==> src/rtl/branch_pkg.sv <==
// Shared opcodes, condition codes, FSM state type and flag bit positions for the branch resolver.
// No logic here, so no latency.
// No flow control; these are constants and types only.
package branch_pkg;

    localparam logic [5:0] OP_B     = 6'b000101;
    localparam logic [7:0] OP_CBZ   = 8'b10110100;
    localparam logic [7:0] OP_BCOND = 8'b01010100;

    localparam logic [4:0] COND_EQ = 5'h00;
    localparam logic [4:0] COND_LT = 5'h0B;

    typedef enum logic {
        WARMUP = 1'b0,
        RUN    = 1'b1
    } br_state_t;

    // Positions inside the {N,Z,C,V} flag vector
    localparam int N_IDX = 3;
    localparam int Z_IDX = 2;
    localparam int C_IDX = 1;
    localparam int V_IDX = 0;

endpackage

==> src/rtl/sat_counter.sv <==
// Up-counter that sticks at all-ones instead of wrapping.
// The count updates one edge after inc is seen.
// No backpressure; inc is ignored once the counter is full.
module sat_counter #(
    parameter int W = 16
) (
    input  logic         clk,
    input  logic         reset,
    input  logic         inc,
    output logic [W-1:0] q
);

    always_ff @(posedge clk or negedge reset) begin
        if (!reset) begin
            q <= '0;
        end else if (inc && !(&q)) begin
            q <= q + W'(1);
        end
    end

endmodule

==> src/rtl/branch_resolver.sv <==
// Decodes B / CBZ / B.cond, resolves taken from the registered NZCV flags, and counts branches.
// Branch outputs are combinational (0 cycles); flags and counters update 1 edge later.
// No backpressure; outputs are gated to 0 while the post-reset warm-up runs.
module branch_resolver
    import branch_pkg::*;
#(
    parameter int WARMUP_CYCLES = 1,
    parameter int CNT_W         = 16
) (
    input  logic             clk,
    input  logic             reset,
    input  logic [31:0]      instr,
    input  logic [3:0]       alu_flags,
    input  logic             set_flags,
    input  logic             cbz_zero,
    output logic [25:0]      imm26,
    output logic [18:0]      imm19,
    output logic             uncondBr,
    output logic             brTaken,
    output logic [3:0]       flags,
    output logic [CNT_W-1:0] br_count,
    output logic [CNT_W-1:0] taken_count
);

    localparam logic [3:0] WARM_INIT = 4'(WARMUP_CYCLES - 1);

    br_state_t  state, state_nxt;
    logic [3:0] warm_cnt;
    logic       run;
    logic       is_b, is_cbz, is_bcond, is_branch, taken;

    always_ff @(posedge clk or negedge reset) begin
        if (!reset) begin
            state    <= WARMUP;
            warm_cnt <= WARM_INIT;
        end else begin
            state <= state_nxt;
            if (state == WARMUP && warm_cnt != 4'd0) begin
                warm_cnt <= warm_cnt - 4'd1;
            end
        end
    end

    always_comb begin
        state_nxt = state;
        if (state == WARMUP && warm_cnt == 4'd0) begin
            state_nxt = RUN;
        end
    end

    always_comb begin
        run = (state == RUN);
    end

    assign imm26 = instr[25:0];
    assign imm19 = instr[23:5];

    always_comb begin
        is_b      = (instr[31:26] == OP_B);
        is_cbz    = (instr[31:24] == OP_CBZ);
        is_bcond  = (instr[31:24] == OP_BCOND);
        is_branch = is_b | is_cbz | is_bcond;
        taken     = 1'b0;
        if (is_b) begin
            taken = 1'b1;
        end else if (is_cbz) begin
            taken = cbz_zero;
        end else if (is_bcond) begin
            // Only EQ and LT are wired up; any other condition falls through as not taken
            if (instr[4:0] == COND_LT) begin
                taken = flags[N_IDX] ^ flags[V_IDX];
            end else if (instr[4:0] == COND_EQ) begin
                taken = flags[Z_IDX];
            end
        end
    end

    // AND with run so an undefined warm-up instr word resolves to 0, not X
    assign brTaken  = taken & run;
    assign uncondBr = is_b & run;

    always_ff @(posedge clk or negedge reset) begin
        if (!reset) begin
            flags <= 4'b0000;
        end else if (set_flags) begin
            flags <= alu_flags;
        end
    end

    sat_counter #(.W(CNT_W)) u_br_cnt (
        .clk   (clk),
        .reset (reset),
        .inc   (is_branch & run),
        .q     (br_count)
    );

    sat_counter #(.W(CNT_W)) u_taken_cnt (
        .clk   (clk),
        .reset (reset),
        .inc   (brTaken),
        .q     (taken_count)
    );

endmodule

==> config.mk <==
export PLATFORM = sky130hd
export DESIGN_NAME = branch_resolver
export DESIGN_NICKNAME = d
export VERILOG_FILES = /design/src/rtl/branch_pkg.sv /design/src/rtl/sat_counter.sv /design/src/rtl/branch_resolver.sv
export SDC_FILE = /design/constraint.sdc
export NUM_CORES = 1
export LEC_CHECK = 0
export BUFFER_PORTS_ARGS = -buffer_cell sky130_fd_sc_hd__buf_2
export CAP_MARGIN = 10
export CORE_MARGIN = 3
export CORE_UTILIZATION = 45
export DETAILED_ROUTE_END_ITERATION = 16
export GPL_TIMING_DRIVEN = 0
export PLACE_DENSITY = 0.79
export SYNTH_ARGS = -nofsm -noshare
export SYNTH_HDL_FRONTEND = slang
export SYNTH_HIERARCHICAL = 1
export SYNTH_SLANG_ARGS = --single-unit
==> constraint.sdc <==
create_clock -name clk -period 2.3 [get_ports clk]
set_input_delay 0.23 -clock clk [delete_from_list [all_inputs] [get_ports clk]]
set_output_delay 0.23 -clock clk [all_outputs]
set_load 0.05 [all_outputs]
After elaboration in Yosys (flattened, before gate mapping) --
Cells that the tools add are included.
Word-level totals: register bits 41, bits of input ports 40
Cells by class: add/sub/neg operators 3, equality and inequality tests 4, muxes and demuxes 5, bitwise logic cells 7, reductions and logical operators 11
Operator list (number):
- 16-bit by 1-bit adder with 16-bit output (second input constant) | 2
- 16-bit AND reduction | 2
- 8-bit by 7-bit == test with 1-bit output (second input constant) | 1
- 8-bit == test (second input constant) | 1
- 6-bit by 3-bit == test with 1-bit output (second input constant) | 1
- 5-bit by 4-bit == test with 1-bit output (second input constant) | 1
- 5-bit logical NOT | 1
- 1-bit 2-to-1 mux | 5
- 1-bit logical AND | 4
- 4-bit logical NOT | 1
- 4-bit nonzero test | 1
- 4-bit by 1-bit subtractor with 4-bit output (second input constant) | 1
- 1-bit AND | 3
- 1-bit logical NOT | 2
- 1-bit OR | 2
- 1-bit NOT | 1
- 1-bit XOR | 1

Depth between registers and ports, before layout --
Gate-level depths: netlist (run 1).
word-level depth 8, gate-level depth with buffers 8, mapped depth without buffers 8

By module --
The synthesis (run 1) kept the hierarchy.
Modules (own cells, without submodules):
- sat_counter | times used 2, cells an instance 75, area an instance 840.8 µm²
- branch_resolver | times used 1, cells an instance 91, area an instance 809.5 µm²

Worst setup path after synthesis (run 1) --
No wires, ideal clock.
kind flip-flop to flip-flop, start point register flags[2], end point register u_taken_cnt.q[15], setup time 0.082 ns, data arrival time 2.465 ns, required time 2.218 ns, setup slack -0.247 ns, cell stages (with the launch flop) 9, path through dfrtp_1 -> nor4b_1 -> a41oi_1 -> o21ai_0 -> a21o_1 -> and3_2 -> nand3_1 -> nor4_2 -> xor2_1
On the way: cells in the longest elaborated chain, start to end 7
Ends and longest elaborated chain:
- start: declaration | line branch_resolver.sv:20 | output logic [3:0] flags,
- start signal: assignment | line branch_resolver.sv:86 | flags <= alu_flags;
- 1-bit 2-to-1 mux | line branch_resolver.sv:72 | end else if (instr[4:0] == COND_EQ) begin
- 1-bit 2-to-1 mux | line branch_resolver.sv:70 | if (instr[4:0] == COND_LT) begin
- 1-bit 2-to-1 mux | line branch_resolver.sv:68 | end else if (is_bcond) begin
- 1-bit 2-to-1 mux | line branch_resolver.sv:66 | end else if (is_cbz) begin
- 1-bit 2-to-1 mux | line branch_resolver.sv:64 | if (is_b) begin
- 1-bit AND | line branch_resolver.sv:79 | assign brTaken = taken & run;
- net brTaken | line branch_resolver.sv:19 | output logic brTaken,
- 1-bit logical AND | line sat_counter.sv:16 | end else if (inc && !(&q)) begin
- end signal: assignment | line sat_counter.sv:17 | q <= q + W'(1);
- end: declaration | line sat_counter.sv:10 | output logic [W-1:0] q
The timed path passes the listed nets, and every way through them passes these cells. A chain may end at the register's enable or synchronous reset.

Worst setup path in the final report (run 1) --
start point register flags[0], end point register u_taken_cnt.q[15]
On the way: cells in the longest elaborated chain, start to end 7
Ends and longest elaborated chain:
- 1-bit XOR | line branch_resolver.sv:71 | taken = flags[N_IDX] ^ flags[V_IDX];
- 1-bit 2-to-1 mux | line branch_resolver.sv:70
- 1-bit 2-to-1 mux | line branch_resolver.sv:68
- 1-bit 2-to-1 mux | line branch_resolver.sv:66
- 1-bit 2-to-1 mux | line branch_resolver.sv:64
- 1-bit AND | line branch_resolver.sv:79
- 1-bit logical AND | line sat_counter.sv:16
Every way passes these cells.

==> summary.md, run 1 <==
| Metric | Value |
|---|---|
| Outcome | `complete, no violations` |
| Synth Warn # | `6` |
| Hold_ws | `0.06101 ns` |
| Initial core utilization | `0.4756` |
| Ports | `123` |
| Final Cycle Share | `0.8947` |
| CP Class | `reg2reg` |
| Cell variety after synth | `33` |
| Die width | `80.41 µm` |
| CTS tree | `done` |
| Antenna Nets Post-Route | `0` |
| Die Area | `6465 µm²` |
| Min-delay worst type | `in2async` |
| RSZ-0062 raised after global routing | `false` |
| Clock skew | `0.01043 ns` |
| Worst Path Max Fanout | `8` |
| WP data arrival | `2.27 ns` |
| Setup Viol. Count Final | `0` |
| ANT cells | `0` |
| Num CTS Buffers | `5` |
| Pre-CTS setup slack | `0.09360 ns` |
| Top FF cell, synth | `dfrtp_1` |
| Max Root-Sink Buffers | `2` |
| Largest net degree at the start of global routing | `42` |
| Final instance area | `3221 µm²` |
| WL per Instance | `12.55 µm` |
| Final #Nets | `394` |
| Final min period | `2.058 ns` |
| Gpl congestion | `0.7571` |
| GRT Total Usage | `0.1696` |
| Critical Path RT | `2.52 ns` |
| Peak Freq | `486.0 MHz` |
| Port bufs | `103` |
| Least-Margin Pin Slew | `0.8911 ns` |
| Peak supply drop | `0.6926 mV` |
| Async SR Flop Fraction | `1.000` |
| Post-Syn Area | `2491 µm²` |
| Count of pins over their slew limit | `0` |
| Top cells by area, synth | `dfrtp_1 (41%), buf_4 (14%), xor2_1 (6.3%)` |
| Top cells by instance count after synthesis | `buf_4 (45), dfrtp_1 (41), xor2_1 (18), nor2_1 (16), nor3_1 (13)` |
| Initial antenna violation count | `0` |
| Final WS setup | `0.2422 ns` |
| Vias per cell | `4.891` |
| Register area share after synthesis | `0.4119` |
| Final Hold Viols | `0` |
| Die height | `80.41 µm` |
| Vias | `2,064` |
| Clock Pin Slew Worst Setup and Hold Paths | `0.08 ns` |
| First-pass iteration count of the detailed router | `4` |
| Placed Area | `3099 µm²` |
| Total congestion overflow | `0` |
| Lkg Pwr | `1.774 nW` |
| Clock root buffer | `clkbuf_8` |
| Area growth, synth to finish | `29.28%` |
| Top-count cell post-synth | `buf_4` |
| Mean area per synthesized cell | `10.34 µm²` |
| Drt drc | `0` |
| Clk Latency, worst-skew pair | `0.29 ns` |
| Vias in the first global route | `1,980` |
| Post-synth EDFFs | `0` |
| Row count | `26` |
| Top cell type by total area after synthesis | `dfrtp_1` |
| Crit end category | `register` |
| Hpwl dp | `4200 µm` |
| Fillcell total | `459` |
| Worst setup SP type | `register` |
| Synth Register Bits | `41` |
| Share of the synthesized area in the top cell type | `0.4119` |
| Layout cells sized above 1 | `0.5426` |
| Initial DRC Count | `38` |
| CTS HTree Levels | `2` |
| Syn Inst Count | `241` |
| Core Area | `5238 µm²` |
| DRT Wirelength | `5295 µm` |
| First-pass GRT wire length | `8776 µm` |
| PwrDens | `621.6 nW/µm²` |
| Max cap viols | `0` |
| Clk sinks | `41` |
| Syn_nets | `284` |
| Final TNS setup | `0 ns` |
| Max_slew headroom | `0.4059` |
## area by class of cell
cell class              instances  area [µm²]  area share
repair buffers                103       515.5      0.1601
inverters                       6       22.52    0.006993
plain buffers                  47       347.8      0.1080
clock buffers                   7       86.33     0.02681
flip-flops and latches         41        1030      0.3197
clock inverters                 1       30.03    0.009324
multi-input cells             147        1101      0.3419
well taps                      70       87.58     0.02720
## state kept, by name (all words and copies together) (netlist names)
register	cells
u_taken_cnt/q	16
run	1
u_br_cnt/q	16
warm_cnt	4
flags	4
## worst paths after layout
kind                                         start                            end  slack (ns)  cells after the start
max                           flags[0]$_DFFE_PN0P_  u_taken_cnt/q[15]$_DFFE_PN0P_        0.24                      8
min                                          reset  u_taken_cnt/q[15]$_DFFE_PN0P_        0.06                      1
max reg2reg                   flags[0]$_DFFE_PN0P_  u_taken_cnt/q[15]$_DFFE_PN0P_        0.24                      8
min reg2reg                warm_cnt[3]$_DFFE_PN0P_        warm_cnt[3]$_DFFE_PN0P_        0.51                      1
max in group asynchronous                    reset           flags[0]$_DFFE_PN0P_        1.62                      1
min in group clk                      alu_flags[1]           flags[1]$_DFFE_PN0P_        0.18                      2
## worst max-delay path: stages (launching register included)
cell and delay [ns]:
dfrtp_2 0.42, xor2_1 0.15, a41oi_1 0.17, o21ai_0 0.19, a21o_2 0.22, and3_2 0.20, nand3_2 0.16, nor4_2 0.31
xor2_1 0.17
## power breakdown
part           internal (mW)  switching, mW
logic                  0.169          0.413
registers              0.766         0.0588
clock network          0.354          0.241
## layer usage
layer / share of wire / track usage
met1: 0.41 / 0.2067
met2: 0.51 / 0.3022
met3: 0.077 / 0.03251
met4: 0.0072 / 0.04899
met5: 0 / 0
## repair_timing
item,in CTS,in global routing
hold buffers,0,0
setup endpoints to repair,0,3
gates resized for setup,0,1
buffers inserted,0,0
## through the flow
stage / cells / total power, mW / utilization
final: 422 / 2.002 / 0.6149
after CTS: 422 / 2.027 / 0.6140
after floorplan: 241 / 1.279 / -
after global routing: 422 / 2.103 / 0.6149
after global placement: 414 / 1.418 / 0.5917
after detailed placement: 414 / 1.425 / 0.5917
## cells in the final DEF (no fill, tap or decap), types with 3 or more instances in the layout
cell type    n
a21oi_1      3
nand3_1     11
buf_2      105
clkbuf_8     6
o21ai_0      9
nand2b_1     4
xor2_1      18
mux2_2      12
nand4_2      4
nor2_1      16
nand4_1      6
xnor2_1      7
dfrtp_2      3
dfrtp_1     38
buf_4       45
inv_1        5
nand2_1     11
nor4_2       5
nor3_1      13
and4_1       4
ha_1         3
## kinds of logic (layout without fill, tap and decap cells)
family                     count (synthesis)  count (layout)  share of synthesized area
DFF                                       41              41                     0.4119
adders and majority gates                  3               3                    0.01507
and+or+nand+nor                           90              90                     0.2421
buffers and inverters                     53             164                     0.1487
xor gates and xnor gates                  25              25                    0.08790
AOI/OAI and AO/OA                         17              17                    0.04018
muxes                                     12              12                    0.05424
Power figures use the tool's default switching activity.
==> run 2: changes to the inputs <==
--- a/config.mk
+++ b/config.mk
@@ -10,8 +10,9 @@
 export CORE_MARGIN = 3
 export CORE_UTILIZATION = 45
 export DETAILED_ROUTE_END_ITERATION = 16
-export GPL_TIMING_DRIVEN = 0
+export GPL_ROUTABILITY_DRIVEN = 0
 export PLACE_DENSITY = 0.79
+export SLEW_MARGIN = 20
 export SYNTH_ARGS = -nofsm -noshare
 export SYNTH_HDL_FRONTEND = slang
 export SYNTH_HIERARCHICAL = 1
==> summary.md, run 2 (synthesis results as in run 1) <==
| Metric | Value |
|---|---|
| CTS HTree Levels | `2 (unchanged)` |
| Final #Nets | `310 (was 394)` |
| Worst Path Max Fanout | `8 (unchanged)` |
| Die height | `80.41 µm (unchanged)` |
| Least-Margin Pin Slew | `0.9036 ns (was 0.8911 ns)` |
| CP Cell Sequence | `xor2_1 > a41oi_1 > o21ai_0 > a21o_2 > and3_2 > nand3_1 > nor3_1 > xor2_1 (was xor2_1 > a41oi_1 > o21ai_0 > a21o_2 > and3_2 > nand3_2 > nor4_2 > xor2_1)` |
| Switching portion of total power | `0.3396 (was 0.3561)` |
| Clk Latency, worst-skew pair | `0.28 ns (was 0.29 ns)` |
| Vias per cell | `5.154 (was 4.891)` |
| Sequential share of power | `0.502 (was 0.412)` |
| Clock Pin Slew Worst Setup and Hold Paths | `0.07 ns (was 0.08 ns)` |
| GRT Total Usage | `0.1441 (was 0.1696)` |
| Clock power share | `0.273 (was 0.297)` |
| RSZ-0062 raised after global routing | `false (unchanged)` |
| Crit end category | `register (unchanged)` |
| Final TNS setup | `0 ns (unchanged)` |
| Pint | `1.081 mW (was 1.289 mW)` |
| Max Root-Sink Buffers | `2 (unchanged)` |
| Setup bufs post-CTS | `0 (unchanged)` |
| Clock root buffer | `clkbuf_8 (unchanged)` |
| Antenna Nets Post-Route | `0 (unchanged)` |
| Resized cells post-CTS | `0 (unchanged)` |
| Setup Viol. Count Final | `0 (unchanged)` |
| Max_slew headroom | `0.3976 (was 0.4059)` |
| Peak Freq | `471.2 MHz (was 486.0 MHz)` |
| Clk sinks | `41 (unchanged)` |
| CP most frequent cell | `xor2_1 (unchanged)` |
| WP data arrival | `2.33 ns (was 2.27 ns)` |
| Vias | `1,742 (was 2,064)` |
| Top Registers | `u_br_cnt/q (16), u_taken_cnt/q (16) (unchanged)` |
| Hpwl dp | `3322 µm (was 4200 µm)` |
| First-pass iteration count of the detailed router | `4 (unchanged)` |
| CP Buf/Inv Count | `0 (unchanged)` |
| Min-delay worst type | `in2async (unchanged)` |
| Initial core utilization | `0.4756 (unchanged)` |
| Core Area | `5238 µm² (unchanged)` |
| Layout cells sized above 1 | `0.3881 (was 0.5426)` |
| NetSw | `555.8 µW (was 712.9 µW)` |
| CTS Hold Bufs | `0 (unchanged)` |
| Num CTS Buffers | `5 (unchanged)` |
| Initial DRC Count | `28 (was 38)` |
| Most frequent cells in the layout | `buf_2 (65), dfrtp_1 (38), xor2_1 (18), nor2_1 (16), nor3_1 (13) (was buf_2 (105), buf_4 (45), dfrtp_1 (38), xor2_1 (18), nor2_1 (16))` |
| Lkg Pwr | `1.390 nW (was 1.774 nW)` |
| Initial antenna violation count | `0 (unchanged)` |
| Worst setup SP type | `register (unchanged)` |
| Max cap viols | `0 (unchanged)` |
| Final Cycle Share | `0.9227 (was 0.8947)` |
| ANT cells | `0 (unchanged)` |
| Die Area | `6465 µm² (unchanged)` |
| Total congestion overflow | `0 (unchanged)` |
| Count of pins over their slew limit | `0 (unchanged)` |
| Final Hold Viols | `0 (unchanged)` |
| Die width | `80.41 µm (unchanged)` |
| Critical Path RT | `2.51 ns (was 2.52 ns)` |
| Combinational power share | `0.225 (was 0.290)` |
| Outcome | `complete, no violations (unchanged)` |
| Ports | `123 (unchanged)` |
| Peak supply drop | `0.8533 mV (was 0.6926 mV)` |
| Final min period | `2.122 ns (was 2.058 ns)` |
| CP top delay family | `simple AND/OR/NAND/NOR gates (unchanged)` |
| Row count | `26 (unchanged)` |
| CTS tree | `done (unchanged)` |
| Commonest non-fill, non-tap cell in the layout | `buf_2 (unchanged)` |
| Area growth, synth to finish | `6.328% (was 29.28%)` |
| Largest net degree at the start of global routing | `42 (unchanged)` |
| CP Class | `reg2reg (unchanged)` |
| WL per Instance | `12.99 µm (was 12.55 µm)` |
| Total power draw | `1.637 mW (was 2.002 mW)` |
| PwrDens | `617.9 nW/µm² (was 621.6 nW/µm²)` |
| Fillcell total | `475 (was 459)` |
| First-pass GRT wire length | `7389 µm (was 8776 µm)` |
| DRT Wirelength | `4392 µm (was 5295 µm)` |
| Vias in the first global route | `1,639 (was 1,980)` |
| CP max-delay cell | `dfrtp_2 (unchanged)` |
| Drt drc | `0 (unchanged)` |
| Clock skew | `0.004217 ns (was 0.01043 ns)` |
| Port bufs | `65 (was 103)` |
| Crit-path max cell delay | `0.41 ns (was 0.42 ns)` |
## run 2: final cells by class
cell class | count | area [µm²] | area share
Sequential cell | 41 | 1030 | 0.3888
Timing Repair Buffer | 66 | 332.8 | 0.1256
Clock buffer | 8 | 80.08 | 0.03023
Tap cell | 70 | 87.58 | 0.03307
Inverter | 6 | 22.52 | 0.008503
Multi-Input combinational cell | 147 | 1096 | 0.4138
## run 2: final timing paths
check | from | to | slack [ns] | cells after the start
min in group clk | alu_flags[2] | flags[2]$_DFFE_PN0P_ | 0.17 | 2
max in group asynchronous | reset | flags[2]$_DFFE_PN0P_ | 1.60 | 1
max | flags[0]$_DFFE_PN0P_ | u_taken_cnt/q[11]$_DFFE_PN0P_ | 0.18 | 8
min | reset | u_taken_cnt/q[4]$_DFFE_PN0P_ | 0.07 | 1
max reg2reg | flags[0]$_DFFE_PN0P_ | u_taken_cnt/q[11]$_DFFE_PN0P_ | 0.18 | 8
min reg2reg | warm_cnt[3]$_DFFE_PN0P_ | warm_cnt[3]$_DFFE_PN0P_ | 0.50 | 1
## run 2: through the flow
step                      area [µm²]  setup slack [ns]  instances  utilization  hold slack, ns
after floorplan                 2496           0.06144        241            -        -0.06559
after global placement          2569            0.2511        330       0.4904          0.4185
after detailed placement        2569            0.1515        330       0.4904          0.4144
after CTS                       2649            0.1492        338       0.5057         0.09982
after global routing            2649          0.004610        338       0.5057          0.1373
final                           2649            0.1777        338       0.5057         0.06674
## run 2: worst reg2reg max path, delay by kind of cell, from the launching register on
| kind | cells | cell delay [ns] |
|---|---|---|
| xor gates and xnor gates | 2 | 0.32 |
| DFF | 1 | 0.41 |
| and+or+nand+nor | 3 | 0.73 |
| AOI/OAI and AO/OA | 3 | 0.59 |
## run 2: power groups by stage
stage / Clock [mW] / Combinational [mW] / Sequential (mW)
CTS: 0.467 / 0.372 / 0.822
global placement: 0 / 0.368 / 0.835
detailed placement: 0 / 0.372 / 0.836
floorplan: 0 / 0.289 / 0.990
global route: 0.500 / 0.391 / 0.832
finish: 0.447 / 0.368 / 0.822
## run 2: metal layers
layer | vias to the layer above | global-route usage | part of all wire | wire length, µm
li1 | 850 | - | - | -
met2 | 60 | 0.2368 | 0.47 | 2059
met5 | - | 0 | 0 | 0
met4 | 0 | 0.05912 | 0.013 | 59
met3 | 9 | 0.04036 | 0.079 | 347
met1 | 823 | 0.1773 | 0.44 | 1926
==> run 3: changes to the inputs <==
--- a/config.mk
+++ b/config.mk
@@ -5,13 +5,14 @@
 export SDC_FILE = /design/constraint.sdc
 export NUM_CORES = 1
 export LEC_CHECK = 0
+export ABC_AREA = 1
 export BUFFER_PORTS_ARGS = -buffer_cell sky130_fd_sc_hd__buf_2
 export CAP_MARGIN = 10
-export CORE_MARGIN = 3
 export CORE_UTILIZATION = 45
 export DETAILED_ROUTE_END_ITERATION = 16
 export GPL_ROUTABILITY_DRIVEN = 0
-export PLACE_DENSITY = 0.79
+export HOLD_SLACK_MARGIN = 0.12
+export PLACE_DENSITY = 0.75
 export SLEW_MARGIN = 20
 export SYNTH_ARGS = -nofsm -noshare
 export SYNTH_HDL_FRONTEND = slang
==> summary.md, run 3 <==
| Metric | Value |
|---|---|
| Cell variety after synth | `25 (was 33)` |
| Initial antenna violation count | `0 (unchanged)` |
| RSZ-0062 raised after global routing | `false (unchanged)` |
| Top-count cell post-synth | `nand2_1 (was buf_4)` |
| Crit end category | `output pin (was register)` |
| WP data arrival | `1.56 ns (was 2.33 ns)` |
| Final Hold Viols | `0 (unchanged)` |
| Top cells by area, synth | `dfrtp_1 (34%), nand2_1 (20%), buf_4 (12%) (was dfrtp_1 (41%), buf_4 (14%), xor2_1 (6.3%))` |
| CTS HTree Levels | `2 (unchanged)` |
| Most frequent cells in the layout | `nand2_1 (159), buf_2 (65), nor2_1 (46), inv_1 (44), dfrtp_1 (41) (was buf_2 (65), dfrtp_1 (38), xor2_1 (18), nor2_1 (16), nor3_1 (13))` |
| Min-delay worst type | `in2reg (was in2async)` |
| Num CTS Buffers | `5 (unchanged)` |
| Least-Margin Pin Slew | `0.8943 ns (was 0.9036 ns)` |
| Placed Area | `3070 µm² (was 2569 µm²)` |
| Clock Pin Slew Worst Setup and Hold Paths | `0.08 ns (was 0.07 ns)` |
| Total congestion overflow | `0 (unchanged)` |
| PwrDens | `509.6 nW/µm² (was 617.9 nW/µm²)` |
| Cells on Worst Hold Path | `3` |
| WHS Endpoint | `flags[3]$_DFFE_PN0P_` |
| Max Root-Sink Buffers | `2 (unchanged)` |
| Die Area | `7018 µm² (was 6465 µm²)` |
| Row count | `29 (was 26)` |
| Critical Path RT | `2.07 ns (was 2.51 ns)` |
| Initial DRC Count | `136 (was 28)` |
| Port bufs | `65 (unchanged)` |
| Share of the synthesized area in the top cell type | `0.3410 (was 0.4119)` |
| Vias in the first global route | `2,427 (was 1,639)` |
| Top sig layer | `met4 (unchanged)` |
| Layout cells sized above 1 | `0.2316 (was 0.3881)` |
| Async SR Flop Fraction | `1.000 (unchanged)` |
| Top cells by instance count after synthesis | `nand2_1 (159), buf_4 (47), nor2_1 (46), inv_1 (44), dfrtp_1 (41) (was buf_4 (45), dfrtp_1 (41), xor2_1 (18), nor2_1 (16), nor3_1 (13))` |
| Clock skew | `0.01115 ns (was 0.004217 ns)` |
| Hold_ws | `0.1339 ns (was 0.06674 ns)` |
| Clk sinks | `41 (unchanged)` |
| Max_slew headroom | `0.4038 (was 0.3976)` |
| Synth Register Bits | `41 (unchanged)` |
| Setup Viol. Count Final | `0 (unchanged)` |
| Crit-path max cell delay | `0.37 ns (was 0.41 ns)` |
| Drt drc | `0 (unchanged)` |
| CP Buf/Inv Count | `2 (was 0)` |
| Peak Freq | `557.2 MHz (was 471.2 MHz)` |
| Max cap viols | `0 (unchanged)` |
| DR WL met2 | `2939 µm (was 2059 µm)` |
| Synth Warn # | `6 (unchanged)` |
| Top Registers | `u_br_cnt/q (16), u_taken_cnt/q (16) (unchanged)` |
| Area growth, synth to finish | `5.572% (was 6.328%)` |
| Met1 WL | `2729 µm (was 1926 µm)` |
| ANT cells | `0 (unchanged)` |
| Peak supply drop | `0.3478 mV (was 0.8533 mV)` |
| CP max-delay cell | `dfrtp_1 (was dfrtp_2)` |
| Syn_nets | `479 (was 284)` |
| Post-synth EDFFs | `0 (unchanged)` |
| Worst hold start | `alu_flags[3]` |
| Final instance area | `3177 µm² (was 2649 µm²)` |
| Final min period | `1.795 ns (was 2.122 ns)` |
| Final TNS setup | `0 ns (unchanged)` |
| Met3 Routed Length | `297 µm (was 347 µm)` |
| Worst Path Max Fanout | `4 (was 8)` |
| WL per Instance | `11.43 µm (was 12.99 µm)` |
| Mean area per synthesized cell | `6.902 µm² (was 10.34 µm²)` |
| Count of pins over their slew limit | `0 (unchanged)` |
| First-pass iteration count of the detailed router | `4 (unchanged)` |
| Clock root buffer | `clkbuf_8 (unchanged)` |
| CP Class | `reg2out (was reg2reg)` |
| Post-Syn Area | `3009 µm² (was 2491 µm²)` |
| CTS tree | `done (unchanged)` |
| Clk Latency, worst-skew pair | `0.30 ns (was 0.28 ns)` |
| Share of the core filled with cells | `0.4975 (was 0.5057)` |
| Final #Nets | `504 (was 310)` |
| Final WS setup | `0.5052 ns (was 0.1777 ns)` |
| Outcome | `complete, no violations (unchanged)` |
| Top FF cell, synth | `dfrtp_1 (unchanged)` |
| R2R Setup Slk | `0.53 ns (was 0.18 ns)` |
| DRT Wirelength | `6159 µm (was 4392 µm)` |
| Hpwl dp | `4718 µm (was 3322 µm)` |
| Commonest non-fill, non-tap cell in the layout | `nand2_1 (was buf_2)` |
| Final Cycle Share | `0.7804 (was 0.9227)` |
| Length in cells of the worst reg-to-reg path | `13 (was 8)` |
| Setup bufs post-CTS | `0 (unchanged)` |
| Syn Inst Count | `436 (was 241)` |
| Lkg Pwr | `1.667 nW (was 1.390 nW)` |
| Register area share after synthesis | `0.3410 (was 0.4119)` |
| Ports | `123 (unchanged)` |
| Core Area | `6386 µm² (was 5238 µm²)` |
| First-pass GRT wire length | `10,590 µm (was 7389 µm)` |
| Worst r2r src | `flags[3]$_DFFE_PN0P_ (was flags[0]$_DFFE_PN0P_)` |
| Antenna Nets Post-Route | `0 (unchanged)` |
| GRT Total Usage | `0.1850 (was 0.1441)` |
| Vias per cell | `4.874 (was 5.154)` |
| Pre-CTS setup slack | `0.4217 ns (was 0.1515 ns)` |
| Worst setup SP type | `register (unchanged)` |
| CP top delay family | `flip-flops (was simple AND/OR/NAND/NOR gates)` |
| Initial core utilization | `0.4712 (was 0.4756)` |
| CP most frequent cell | `nand2_1 (was xor2_1)` |
| CP Cell Sequence | `inv_1 > nand2_1 > nand3b_1 > nand2_1 > nand3_1 > a21oi_4 > buf_2 (was xor2_1 > a41oi_1 > o21ai_0 > a21o_2 > and3_2 > nand3_1 > nor3_1 > xor2_1)` |
| Die width | `83.78 µm (was 80.41 µm)` |
| Die height | `83.78 µm (was 80.41 µm)` |
| RR Endpoint | `u_taken_cnt/q[11]$_DFFE_PN0P_ (unchanged)` |
| Top cell type by total area after synthesis | `dfrtp_1 (unchanged)` |
| Largest net degree at the start of global routing | `42 (unchanged)` |
| Vias | `2,627 (was 1,742)` |
==> run 3: layout make-up <==
class	instances	area, µm²
Fill cell	632	3209
Multi-Input combinational cell	296	1428
Sequential cell	41	1026
Timing Repair Buffer	67	342.8
Inverter	50	187.7
Tap cell	77	96.34
Clock buffer	6	82.58
Clock inverter	2	13.76
==> run 3: through the flow <==
stage	power [mW]	std cells
after floorplan	1.213	436
after CTS	1.644	539
after global routing	1.703	539
after detailed placement	1.122	530
after global placement	1.114	530
final	1.619	539
==> run 3: what timing repair did <==
action,in CTS,in global routing
gates resized for setup,0,0
hold buffers,1,0
hold endpoints to repair,41,0
==> run 3: cells by family after synthesis <==
logic type,synth area share
AO/OA/AOI/OAI,0.02994
flip-flops,0.3410
AND/OR/NAND/NOR,0.3987
XOR/XNOR,0.02329
buffers and inverters,0.1871
adder cells (fa/ha/maj),0.01248
multiplexers,0.007484
==> run 3: how the worst max path moves through the flow <==
stage / from / to / slack (ns) / cells past startpoint
6_report: flags[3]$_DFFE_PN0P_ / brTaken / 0.51 / 7
4_1_cts: flags[3]$_DFFE_PN0P_ / brTaken / 0.48 / 7
2_1_floorplan: flags[3]$_DFFE_PN0P_ / u_taken_cnt/q[15]$_DFFE_PN0P_ / 0.07 / 13
3_5_place_dp: instr[31] / u_taken_cnt/q[15]$_DFFE_PN0P_ / 0.42 / 15
3_3_place_gp: instr[27] / u_taken_cnt/q[15]$_DFFE_PN0P_ / 0.53 / 13
5_1_grt: flags[0]$_DFFE_PN0P_ / u_taken_cnt/q[15]$_DFFE_PN0P_ / 0.29 / 13
==> run 3: layer usage <==
metal,global-route usage,vias up
li1,-,1339
met1,0.2208,1204
met2,0.3186,62
met3,0.04649,22
met4,0.07242,0
met5,0,-
==> run 3: power by group <==
part / internal [mW] / total (mW) / switching (mW)
Clock: 0.244 / 0.514 / 0.270
Combinational: 0.0809 / 0.307 / 0.226
Sequential: 0.751 / 0.798 / 0.0472
Total: 1.08 / 1.62 / 0.543
==> run 3: worst reg2reg max path, delay by kind of cell, from the launching register on <==
kind / cells / cell delay [ns]
and+or+nand+nor: 11 / 1.04
DFF: 1 / 0.37
AOI/OAI and AO/OA: 1 / 0.19
buffers and inverters: 1 / 0.06
